--- src/rtl/memory_arbiter_if.sv ---
// memory_arbiter_if
// Memory-bus bundle between the arbiter and the top-level memory port.
//
// Signals:
//   addressOut  memory address, driven by the arbiter
//   valueOut    memory write data, driven by the arbiter
//   loadOut     memory read strobe, driven by the arbiter
//   storeOut    memory write strobe, driven by the arbiter
//   valueIn     memory read data, driven by the memory
//   readyIn     memory acknowledge, driven by the memory
//
// Modports:
//   master  the arbiter side (drives address, data and strobes)
//   slave   the memory side (drives read data and acknowledge)
interface memory_arbiter_if #(
  parameter int ADDRESS_WIDTH = 32,
  parameter int DATA_WIDTH    = 32
);

  logic [ADDRESS_WIDTH-1:0] addressOut;
  logic [DATA_WIDTH-1:0]    valueOut;
  logic                     loadOut;
  logic                     storeOut;
  logic [DATA_WIDTH-1:0]    valueIn;
  logic                     readyIn;

  modport master (
    output addressOut,
    output valueOut,
    output loadOut,
    output storeOut,
    input  valueIn,
    input  readyIn
  );

  modport slave (
    input  addressOut,
    input  valueOut,
    input  loadOut,
    input  storeOut,
    output valueIn,
    output readyIn
  );

endinterface

--- src/rtl/memory_arbiter.sv ---
// memory_arbiter
// Shares the core's single memory port between the instruction-fetch
// requester and the load/store data requester. Arbitrates round-robin,
// registers the winning request onto the memory bus, holds it until the
// memory acknowledges, returns read data with a one-cycle ready pulse and
// aborts stalled accesses after TIMEOUT_CYCLES busy cycles (0 disables).
//
// Ports:
//   clockIn         sole clock, rising edge
//   resetIn         synchronous active-low reset
//   fetchAddressIn  fetch address
//   fetchLoadIn     fetch read request (level)
//   fetchValueOut   fetch read data (held until next fetch completion)
//   fetchReadyOut   fetch completion pulse
//   dataAddressIn   data address
//   dataValueIn     store data
//   dataLoadIn      data read request (level)
//   dataStoreIn     data write request (level, wins over dataLoadIn)
//   dataValueOut    data read data (held until next data completion)
//   dataReadyOut    data completion pulse
//   bus             memory bus (master side): address, write data,
//                   load/store strobes, read data, acknowledge
//   faultOut        sticky timeout flag, cleared only by reset
module memory_arbiter #(
  parameter int ADDRESS_WIDTH  = 32,
  parameter int DATA_WIDTH     = 32,
  parameter int TIMEOUT_CYCLES = 255
) (
  input  logic                     clockIn,
  input  logic                     resetIn,

  input  logic [ADDRESS_WIDTH-1:0] fetchAddressIn,
  input  logic                     fetchLoadIn,
  output logic [DATA_WIDTH-1:0]    fetchValueOut,
  output logic                     fetchReadyOut,

  input  logic [ADDRESS_WIDTH-1:0] dataAddressIn,
  input  logic [DATA_WIDTH-1:0]    dataValueIn,
  input  logic                     dataLoadIn,
  input  logic                     dataStoreIn,
  output logic [DATA_WIDTH-1:0]    dataValueOut,
  output logic                     dataReadyOut,

  memory_arbiter_if.master         bus,

  output logic                     faultOut
);

  // The counter only ever has to reach TIMEOUT_CYCLES-1 before an abort,
  // so it is sized for that value; with the timeout disabled it simply
  // saturates at all-ones.
  localparam int COUNT_WIDTH = (TIMEOUT_CYCLES > 1) ? $clog2(TIMEOUT_CYCLES) : 1;
  localparam logic [COUNT_WIDTH-1:0] COUNT_LAST =
    (TIMEOUT_CYCLES > 0) ? COUNT_WIDTH'(TIMEOUT_CYCLES - 1) : '0;
  localparam logic TIMEOUT_ENABLED = (TIMEOUT_CYCLES != 0);

  typedef enum logic [1:0] {
    IDLE,
    BUSY,
    RESPOND
  } stateType;

  stateType state;
  stateType nextState;

  logic                   fetchReq;
  logic                   dataReq;
  logic                   anyReq;
  logic                   grantData;
  logic                   timeoutHit;
  logic                   completeNow;
  logic                   abortNow;

  logic                   winnerData;
  logic                   lastGrantData;
  logic [COUNT_WIDTH-1:0] timeoutCount;

  // Request decode and per-cycle decisions. On a tie the requester that
  // did not win last time gets the bus; lastGrantData resets high so the
  // first tie after reset goes to fetch. A memory acknowledge in the same
  // cycle as the timeout expiry counts as a normal completion.
  always_comb begin
    fetchReq    = fetchLoadIn;
    dataReq     = dataLoadIn | dataStoreIn;
    anyReq      = fetchReq | dataReq;
    grantData   = dataReq & (~fetchReq | ~lastGrantData);
    timeoutHit  = TIMEOUT_ENABLED && (timeoutCount == COUNT_LAST);
    completeNow = (state == BUSY) && bus.readyIn;
    abortNow    = (state == BUSY) && !bus.readyIn && timeoutHit;
  end

  // State register: reset always lands in IDLE, abandoning any pending
  // access without a ready pulse.
  always_ff @(posedge clockIn) begin
    if (!resetIn) begin
      state <= IDLE;
    end else begin
      state <= nextState;
    end
  end

  // Next-state logic: IDLE grants as soon as anyone asks, BUSY waits for
  // an acknowledge or abort, RESPOND lasts exactly one cycle and ignores
  // requests so the winner has time to drop its request level.
  always_comb begin
    nextState = state;
    case (state)
      IDLE: begin
        if (anyReq) begin
          nextState = BUSY;
        end
      end
      BUSY: begin
        if (completeNow || abortNow) begin
          nextState = RESPOND;
        end
      end
      RESPOND: begin
        nextState = IDLE;
      end
      default: begin
        nextState = IDLE;
      end
    endcase
  end

  // Registered outputs and bookkeeping. Everything the outside world sees
  // comes straight from a flop. The bus is loaded on the grant edge and
  // left untouched during BUSY; only the strobes drop on completion, so
  // address and write data simply hold their last value afterwards. Ready
  // pulses are set on the BUSY->RESPOND edge and cleared on every other
  // edge, which makes them exactly one cycle wide.
  always_ff @(posedge clockIn) begin
    if (!resetIn) begin
      bus.addressOut <= '0;
      bus.valueOut   <= '0;
      bus.loadOut    <= 1'b0;
      bus.storeOut   <= 1'b0;
      fetchValueOut  <= '0;
      fetchReadyOut  <= 1'b0;
      dataValueOut   <= '0;
      dataReadyOut   <= 1'b0;
      faultOut       <= 1'b0;
      winnerData     <= 1'b0;
      lastGrantData  <= 1'b1;
      timeoutCount   <= '0;
    end else begin
      fetchReadyOut <= 1'b0;
      dataReadyOut  <= 1'b0;
      case (state)
        IDLE: begin
          if (anyReq) begin
            winnerData    <= grantData;
            lastGrantData <= grantData;
            timeoutCount  <= '0;
            if (grantData) begin
              bus.addressOut <= dataAddressIn;
              bus.valueOut   <= dataValueIn;
              bus.storeOut   <= dataStoreIn;
              bus.loadOut    <= dataLoadIn & ~dataStoreIn;
            end else begin
              bus.addressOut <= fetchAddressIn;
              bus.valueOut   <= '0;
              bus.storeOut   <= 1'b0;
              bus.loadOut    <= 1'b1;
            end
          end
        end
        BUSY: begin
          if (completeNow || abortNow) begin
            bus.loadOut  <= 1'b0;
            bus.storeOut <= 1'b0;
            if (winnerData) begin
              dataValueOut <= completeNow ? bus.valueIn : '0;
              dataReadyOut <= 1'b1;
            end else begin
              fetchValueOut <= completeNow ? bus.valueIn : '0;
              fetchReadyOut <= 1'b1;
            end
            if (abortNow) begin
              faultOut <= 1'b1;
            end
          end else if (timeoutCount != '1) begin
            timeoutCount <= timeoutCount + COUNT_WIDTH'(1);
          end
        end
        RESPOND: begin
        end
        default: begin
        end
      endcase
    end
  end

endmodule

--- src/flat_wrapper.sv ---
// flat-port wrapper written by rule: the top's interface ports become plain ports
module memory_arbiter_flat 
#(
  parameter int ADDRESS_WIDTH  = 32,
  parameter int DATA_WIDTH     = 32,
  parameter int TIMEOUT_CYCLES = 255
)
  (clockIn, resetIn, fetchAddressIn, fetchLoadIn, fetchValueOut, fetchReadyOut, dataAddressIn, dataValueIn, dataLoadIn, dataStoreIn, dataValueOut, dataReadyOut, faultOut, bus_addressOut, bus_valueOut, bus_loadOut, bus_storeOut, bus_valueIn, bus_readyIn);
  memory_arbiter_if #(.ADDRESS_WIDTH(ADDRESS_WIDTH), .DATA_WIDTH(DATA_WIDTH)) bus_i ();
  input  logic clockIn;
  input  logic resetIn;
  input  logic [ADDRESS_WIDTH-1:0] fetchAddressIn;
  input  logic fetchLoadIn;
  output logic [DATA_WIDTH-1:0] fetchValueOut;
  output logic fetchReadyOut;
  input  logic [ADDRESS_WIDTH-1:0] dataAddressIn;
  input  logic [DATA_WIDTH-1:0] dataValueIn;
  input  logic dataLoadIn;
  input  logic dataStoreIn;
  output logic [DATA_WIDTH-1:0] dataValueOut;
  output logic dataReadyOut;
  output logic faultOut;
  output wire logic [$bits(bus_i.addressOut)-1:0] bus_addressOut;
  output wire logic [$bits(bus_i.valueOut)-1:0] bus_valueOut;
  output wire logic [$bits(bus_i.loadOut)-1:0] bus_loadOut;
  output wire logic [$bits(bus_i.storeOut)-1:0] bus_storeOut;
  input wire logic [$bits(bus_i.valueIn)-1:0] bus_valueIn;
  input wire logic [$bits(bus_i.readyIn)-1:0] bus_readyIn;
  assign bus_addressOut = bus_i.addressOut;
  assign bus_valueOut = bus_i.valueOut;
  assign bus_loadOut = bus_i.loadOut;
  assign bus_storeOut = bus_i.storeOut;
  assign bus_i.valueIn = bus_valueIn;
  assign bus_i.readyIn = bus_readyIn;
  memory_arbiter #(.ADDRESS_WIDTH(ADDRESS_WIDTH), .DATA_WIDTH(DATA_WIDTH), .TIMEOUT_CYCLES(TIMEOUT_CYCLES)) u_core (.clockIn(clockIn), .resetIn(resetIn), .fetchAddressIn(fetchAddressIn), .fetchLoadIn(fetchLoadIn), .fetchValueOut(fetchValueOut), .fetchReadyOut(fetchReadyOut), .dataAddressIn(dataAddressIn), .dataValueIn(dataValueIn), .dataLoadIn(dataLoadIn), .dataStoreIn(dataStoreIn), .dataValueOut(dataValueOut), .dataReadyOut(dataReadyOut), .bus(bus_i), .faultOut(faultOut));
endmodule
--- config.mk ---
export PLATFORM = sky130hd
export DESIGN_NAME = memory_arbiter_flat
export DESIGN_NICKNAME = d
export VERILOG_FILES = /design/src/rtl/memory_arbiter_if.sv /design/src/rtl/memory_arbiter.sv /design/src/flat_wrapper.sv
export SDC_FILE = /design/constraint.sdc
export NUM_CORES = 1
export LEC_CHECK = 0
export ABC_CLOCK_PERIOD_IN_PS = 3250
export CORE_MARGIN = 5
export CORE_UTILIZATION = 43
export CTS_BUF_LIST = sky130_fd_sc_hd__clkbuf_4 sky130_fd_sc_hd__clkbuf_8
export DETAILED_ROUTE_END_ITERATION = 8
export MAX_ROUTING_LAYER = met4
export PLACE_DENSITY = 0.88
export RECOVER_POWER = 100
export SYNTH_ARGS = -nofsm -noshare
export SYNTH_HDL_FRONTEND = slang
export SYNTH_SLANG_ARGS = --single-unit
--- constraint.sdc ---
create_clock -name clockIn -period 3.25 [get_ports clockIn]
set_clock_uncertainty 0.2 [all_clocks]
set_input_delay 0.4875 -clock clockIn [delete_from_list [all_inputs] [get_ports clockIn]]
set_output_delay 0.4875 -clock clockIn [all_outputs]
set_load 0.01 [all_outputs]
==> results of run 1 <==
[flip-flops by register name (all words and copies together) (netlist names)]
name / count
u_core.bus.addressOut: 32
u_core.bus.valueOut: 32
u_core.dataValueOut: 32
u_core.fetchValueOut: 32
u_core.timeoutCount: 8
u_core.state: 2
u_core.bus.loadOut: 1
u_core.bus.storeOut: 1
u_core.dataReadyOut: 1
u_core.faultOut: 1
u_core.fetchReadyOut: 1
u_core.lastGrantData: 1
u_core.winnerData: 1
[path summary, 6_finish.rpt]
| kind | end | slack, ps | cells past startpoint |
|---|---|---|---|
| min reg2reg | u_core.bus.valueOut[24]$_SDFFE_PN0P_ | 250 | 2 |
| min | u_core.bus.valueOut[24]$_SDFFE_PN0P_ | 250 | 2 |
| max reg2reg | u_core.dataValueOut[27]$_SDFFE_PN0P_ | 630 | 6 |
| max | u_core.bus.valueOut[5]$_SDFFE_PN0P_ | 550 | 4 |
[synth_stat cells (all sizes together)]
cell	n	share of area, %
o41a	1	0.19
mux2i	3	0.51
a211oi	1	0.21
a31oi	2	0.21
dfxtp	145	50
or3b	1	0.15
clkbuf	35	2.2
nor2	40	2.7
o21ai	68	5.8
a21oi	104	9.0
nand3	101	8.6
ha	2	0.43
o21a	3	0.38
nand2b	4	0.43
and2	3	0.32
o22ai	1	0.11
a41oi	3	0.58
a221oi	2	0.30
or2	2	0.21
inv	3	0.19
a311oi	32	4.8
or3	1	0.11
and4	1	0.19
nand2	114	7.3
nor4	2	0.21
or4	2	0.32
o31ai	1	0.13
o2bb2ai	2	0.30
buf	33	3.6
nor3	2	0.26
nor2b	2	0.21
nand4	1	0.11
o211ai	1	0.13
a31o	1	0.15
[cell type report]
cell class,instances,area [sq um],share of cell area [%]
multi-input cells,503,2600,29.3
well taps,176,220,2.48
flip-flops and latches,145,2900,32.7
diodes,1,2.50,0.0282
clock buffers,22,290,3.27
clock inverters,10,61.3,0.691
repair buffers,281,2790,31.4
inverters,3,11.3,0.127
[logic make-up (layout without fill, tap and decap cells)]
| group | after synthesis | count (layout) |
|---|---|---|
| simple gates | 276 | 276 |
| compound gates | 222 | 222 |
| flops | 145 | 145 |
| buf+inv | 71 | 316 |
| mux | 3 | 3 |
| fa+ha+maj | 2 | 2 |
| other cells | 0 | 1 |
[stage by stage]
stage / util, % / hold WS, ps / power [uW] / cell area (sq um) / worst slack, ps
final: 66.8 / 248 / 4060 / 8880 / 545
after global placement: 64.3 / 237 / 2870 / 8550 / 514
after CTS: 66.9 / 254 / 4140 / 8900 / 914
after global routing: 66.8 / 267 / 4250 / 8880 / 401
after floorplan: - / 238 / 2400 / 5860 / 1500
after detailed placement: 64.3 / 243 / 2880 / 8550 / 436
[layer usage]
metal,vias up,GRT usage (%)
met5,-,-
met1,2907,27.5
met3,32,9.00
met4,0,7.95
li1,3018,-
met2,296,39.8
[power by group]
part | internal [uW] | switching, uW | total, uW
Combinational | 405 | 446 | 851
Clock | 597 | 670 | 1270
Sequential | 1890 | 58.5 | 1950
Total | 2890 | 1170 | 4060
[worst register-to-register path, delay by kind of cell, from the launching register on]
kind / cells / cell delay (ps)
AOI/OAI and AO/OA: 3 / 710
adders and majority gates: 1 / 300
buffers and inverters: 2 / 940
DFF: 1 / 410
[layout by cell type, fill, tap and decap left out, types with 3 or more instances in the layout]
| cell type | netlist | layout |
|---|---|---|
| clkdlybuf4s50_1 | 0 | 130 |
| buf_4 | 3 | 10 |
| clkbuf_8 | 0 | 20 |
| clkinvlp_4 | 0 | 3 |
| nand2_1 | 113 | 113 |
| dlygate4sd3_1 | 0 | 135 |
| mux2i_1 | 3 | 3 |
| nand2b_1 | 4 | 4 |
| a21oi_1 | 103 | 104 |
| clkinv_2 | 0 | 6 |
| inv_1 | 3 | 3 |
| o21ai_0 | 58 | 60 |
| dfxtp_1 | 145 | 145 |
| o21ai_1 | 10 | 7 |
| nor2_1 | 39 | 38 |
| nand3_1 | 101 | 101 |
| a311oi_1 | 32 | 32 |
==> run summary, run 1 <==
status: finished clean
CTS Buf Count: 17
Residual DRC: 0
Hold Path Origin: u_core.bus.valueOut[24]$_SDFFE_PN0P_
Yosys reg bits: 145
Post-DRT Antenna Nets: 0
largest family of logic cells by synthesized area: compound AO/OA/AOI/OAI gates
Placed Cells: 1108
Crit Path Max Fanout: 38
nature of the critical path startpoint: primary input
metal2 WL: 9560 um
Slowest-stage cell, CP: inv_1
final max-slew violation count: 0
Post-Syn Instances: 719
CTS tree: done
Yosys cell types: 45
Worst-Margin Slew: 1340 ps
fill count: 1092
worst path bufs/invs: 3
Root Driver: clkbuf_8
mapped cell area: 5860 sq um
hold-fix buffers at CTS: 0
GP Congestion: 0.852
MaxCap Viol Count: 0
vias per std cell: 5.48
Synth Area in Simple Gates: 21.2%
Via Count: 6253
final non-filler cell total: 1141
Yosys warning total: 0
area delta synth->final: 51.6%
post-synthesis compound-gate area fraction: 22.2%
Slew HR: 10.5%
CTS H-tree lvls: 4
Tot GR Track Use: 24.3%
Die Span Y: 127 um
initial antenna violation count: 1
Synth Area in Adders: 0.427%
worst flop-to-flop path startpoint: u_core.timeoutCount[0]$_SDFFE_PN0P_
CTS resizes: 0
# rows: 42
Hold Fails Final Rpt: 0
Skew-Pair Late Insertion Delay: 440 ps
share of cells above drive strength 1: 5.81%
core area: 13300 sq um
setup repair bufs after CTS: 0
Setup CP Type: in -> reg
width of the die: 127 um
Clock Sinks: 145
VDD IR-drop max: 295 uV
initial DRC count: 522
Mapped Nets: 855
sequential area share after synthesis: 49.6%
worst path cell trace: dlygate4sd3_1 -> inv_1 -> buf_4 -> a21oi_1
grt ovf: 0
Final period util: 83.2%
Power Density: 458 nW/um^2
length of routed met3 wiring: 2160 um
Post-Route M1 WL: 7700 um
Starting Density: 44.1%
first-pass GRT wire length: 30400 um
largest net degree at the start of global routing: 77
crit path capture type: flop
I/O pin count: 267
Leak: 0.00348 uW
vias in the first global route: 5928
drt wl/cell: 17.3 um
Syn Area/Cell: 8.15 sq um
Fmax: 370 MHz
Crit path required time: 3370 ps
Critical path origin: resetIn
final worst path period need: 2700 ps
Final setup viols: 0
CP top delay family: buffers and inverters
PortBufs: 266
Min-Delay Path Class: reg -> reg
mux contribution to synthesized area: 0.513%
setup TNS: 0 ps
nets: 1087
RSZ-0062 raised after global routing: false
CP arrival: 2820 ps
uppermost layer routed: met4
XOR/XNOR Fraction of Synth Area: 0%
CTS clk-pin slew, worst paths: 70 ps
drt first pass iters: 6
buffer depth of the longest clock path: 2
CP max stage delay: 1030 ps
final WL: 19800 um
Post-DP HPWL: 14100 um
die area: 16100 sq um
Power figures use the tool's default switching activity.
==> inputs of run 2 (changes only) <==
Settings changed: ABC_CLOCK_PERIOD_IN_PS 3250 to 2500.
Clock period 3.25 ns to 2.5 ns, I/O delays scaled along.
==> run summary, run 2 (synthesis results as in run 1) <==
CTS clk-pin slew, worst paths: 80 ps
final WL: 20300 um
Root Driver: clkbuf_8
width of the die: 127 um
CTS Buf Count: 17
vias per std cell: 5.49
final worst path period need: 2140 ps
Final setup viols: 0
nets: 1091
setup TNS: 0 ps
first-pass GRT wire length: 31600 um
I/O pin count: 267
Placed Cells: 1112
initial antenna violation count: 1
Setup CP Type: reg -> reg
PortBufs: 266
core area: 13300 sq um
Post-DP HPWL: 14200 um
Sw Pwr: 1570 uW
Int Pwr: 4060 uW
RSZ-0062 raised after global routing: false
multi-input logic area: 2590 sq um
MaxCap Viol Count: 0
commonest cells after routing, fill and taps aside: dfxtp_1, dlygate4sd3_1, clkdlybuf4s50_1
final non-filler cell total: 1145
Leak: 0.00355 uW
status: finished clean
GP Congestion: 0.876
Tot GR Track Use: 25.2%
setup repair bufs after CTS: 0
buffer depth of the longest clock path: 2
drt wl/cell: 17.7 um
crit path capture type: flop
CP arrival: 2260 ps
commonest non-fill, non-tap cell in the layout: dfxtp_1
area delta synth->final: 54.3%
final max-slew violation count: 0
Worst-Margin Slew: 857 ps
Final Power: 5630 uW
CTS resizes: 0
Hold Fails Final Rpt: 0
Comb power frac: 20.3%
Fmax: 467 MHz
Die Span Y: 127 um
VDD IR-drop max: 435 uV
register area: 2900 sq um
Min-Delay Path Class: in -> reg
Post-DRT Antenna Nets: 0
nature of the critical path startpoint: flop
CTS tree: done
Flop pwr share: 44.9%
Via Count: 6290
final hold slack: 174 ps
switching share of total power: 27.9%
clock share of power: 34.8%
largest net degree at the start of global routing: 89
share of cells above drive strength 1: 6.40%
Power Density: 623 nW/um^2
hold-fix buffers at CTS: 0
vias in the first global route: 6204
Crit path required time: 2620 ps
fill count: 1078
Clock Sinks: 145
Residual DRC: 0
Starting Density: 44.1%
Crit Path Max Fanout: 22
Slew HR: 42.8%
initial DRC count: 597
CTS H-tree lvls: 4
grt ovf: 0
drt first pass iters: 5
Skew-Pair Late Insertion Delay: 450 ps
die area: 16100 sq um
# rows: 42
Final period util: 85.7%
-- run 2: cell types whose count changed in the layout (fill, tap and decap cells not counted), sizes merged --
cell	previous run	this run
bufinv	0	3
clkbuf	25	21
clkdlybuf4s50	130	132
clkinv	7	5
inv	3	4
buf	13	19
dlygate4sd3	135	133
-- run 2: per-stage QoR --
stage	util, %	area [sq um]	setup slack [ps]
after global routing	68.0	9040	203
after CTS	68.2	9070	456
after floorplan	-	5860	749
after detailed placement	65.0	8640	96.0
after global placement	65.0	8640	215
final	68.0	9040	358
-- run 2: final cells by class --
class | count | area share, %
Clock inverter | 12 | 1.74
Clock buffer | 20 | 2.98
Multi-Input combinational cell | 503 | 28.6
Tap cell | 176 | 2.44
Inverter | 3 | 0.152
Sequential cell | 145 | 32.1
Antenna cell | 1 | 0.0277
Timing Repair Buffer | 285 | 31.9
-- run 2: path summary, 6_finish.rpt --
kind	start	end	slack, ps	cells after the start
setup reg to reg	u_core.state[0]$_SDFFE_PN0P_	u_core.dataValueOut[5]$_SDFFE_PN0P_	360	5
hold / removal	bus_readyIn	u_core.faultOut$_SDFFE_PN0P_	170	4
hold reg to reg	u_core.bus.valueOut[24]$_SDFFE_PN0P_	u_core.bus.valueOut[24]$_SDFFE_PN0P_	250	2
setup / recovery	u_core.state[0]$_SDFFE_PN0P_	u_core.dataValueOut[5]$_SDFFE_PN0P_	360	5
-- run 2: power by group through the flow --
stage | Clock (uW) | Sequential, uW | Combinational, uW
after floorplan | 0 | 2640 | 476
after global placement | 0 | 2580 | 1180
after detailed placement | 0 | 2580 | 1190
after CTS | 2000 | 2530 | 1200
after global routing | 2110 | 2540 | 1240
final | 1960 | 2530 | 1140
-- run 2: critical path, cell delays in order (launching register included) --
cell	delay, ps
dfxtp_1	450
nor2b_1	290
nand2_1	270
clkbuf_2	390
o21ai_0	290
a21oi_1	100
-- run 2: routing by layer --
| metal | part of all wire, % | vias up | track usage, % | wire length, um |
|---|---|---|---|---|
| met4 | 2.3 | 0 | 8.26 | 473 |
| met2 | 49 | 322 | 40.4 | 9840 |
| met5 | 0 | - | - | 0 |
| met3 | 11 | 32 | 10.3 | 2260 |
| met1 | 38 | 2912 | 28.7 | 7690 |
| li1 | - | 3024 | - | - |
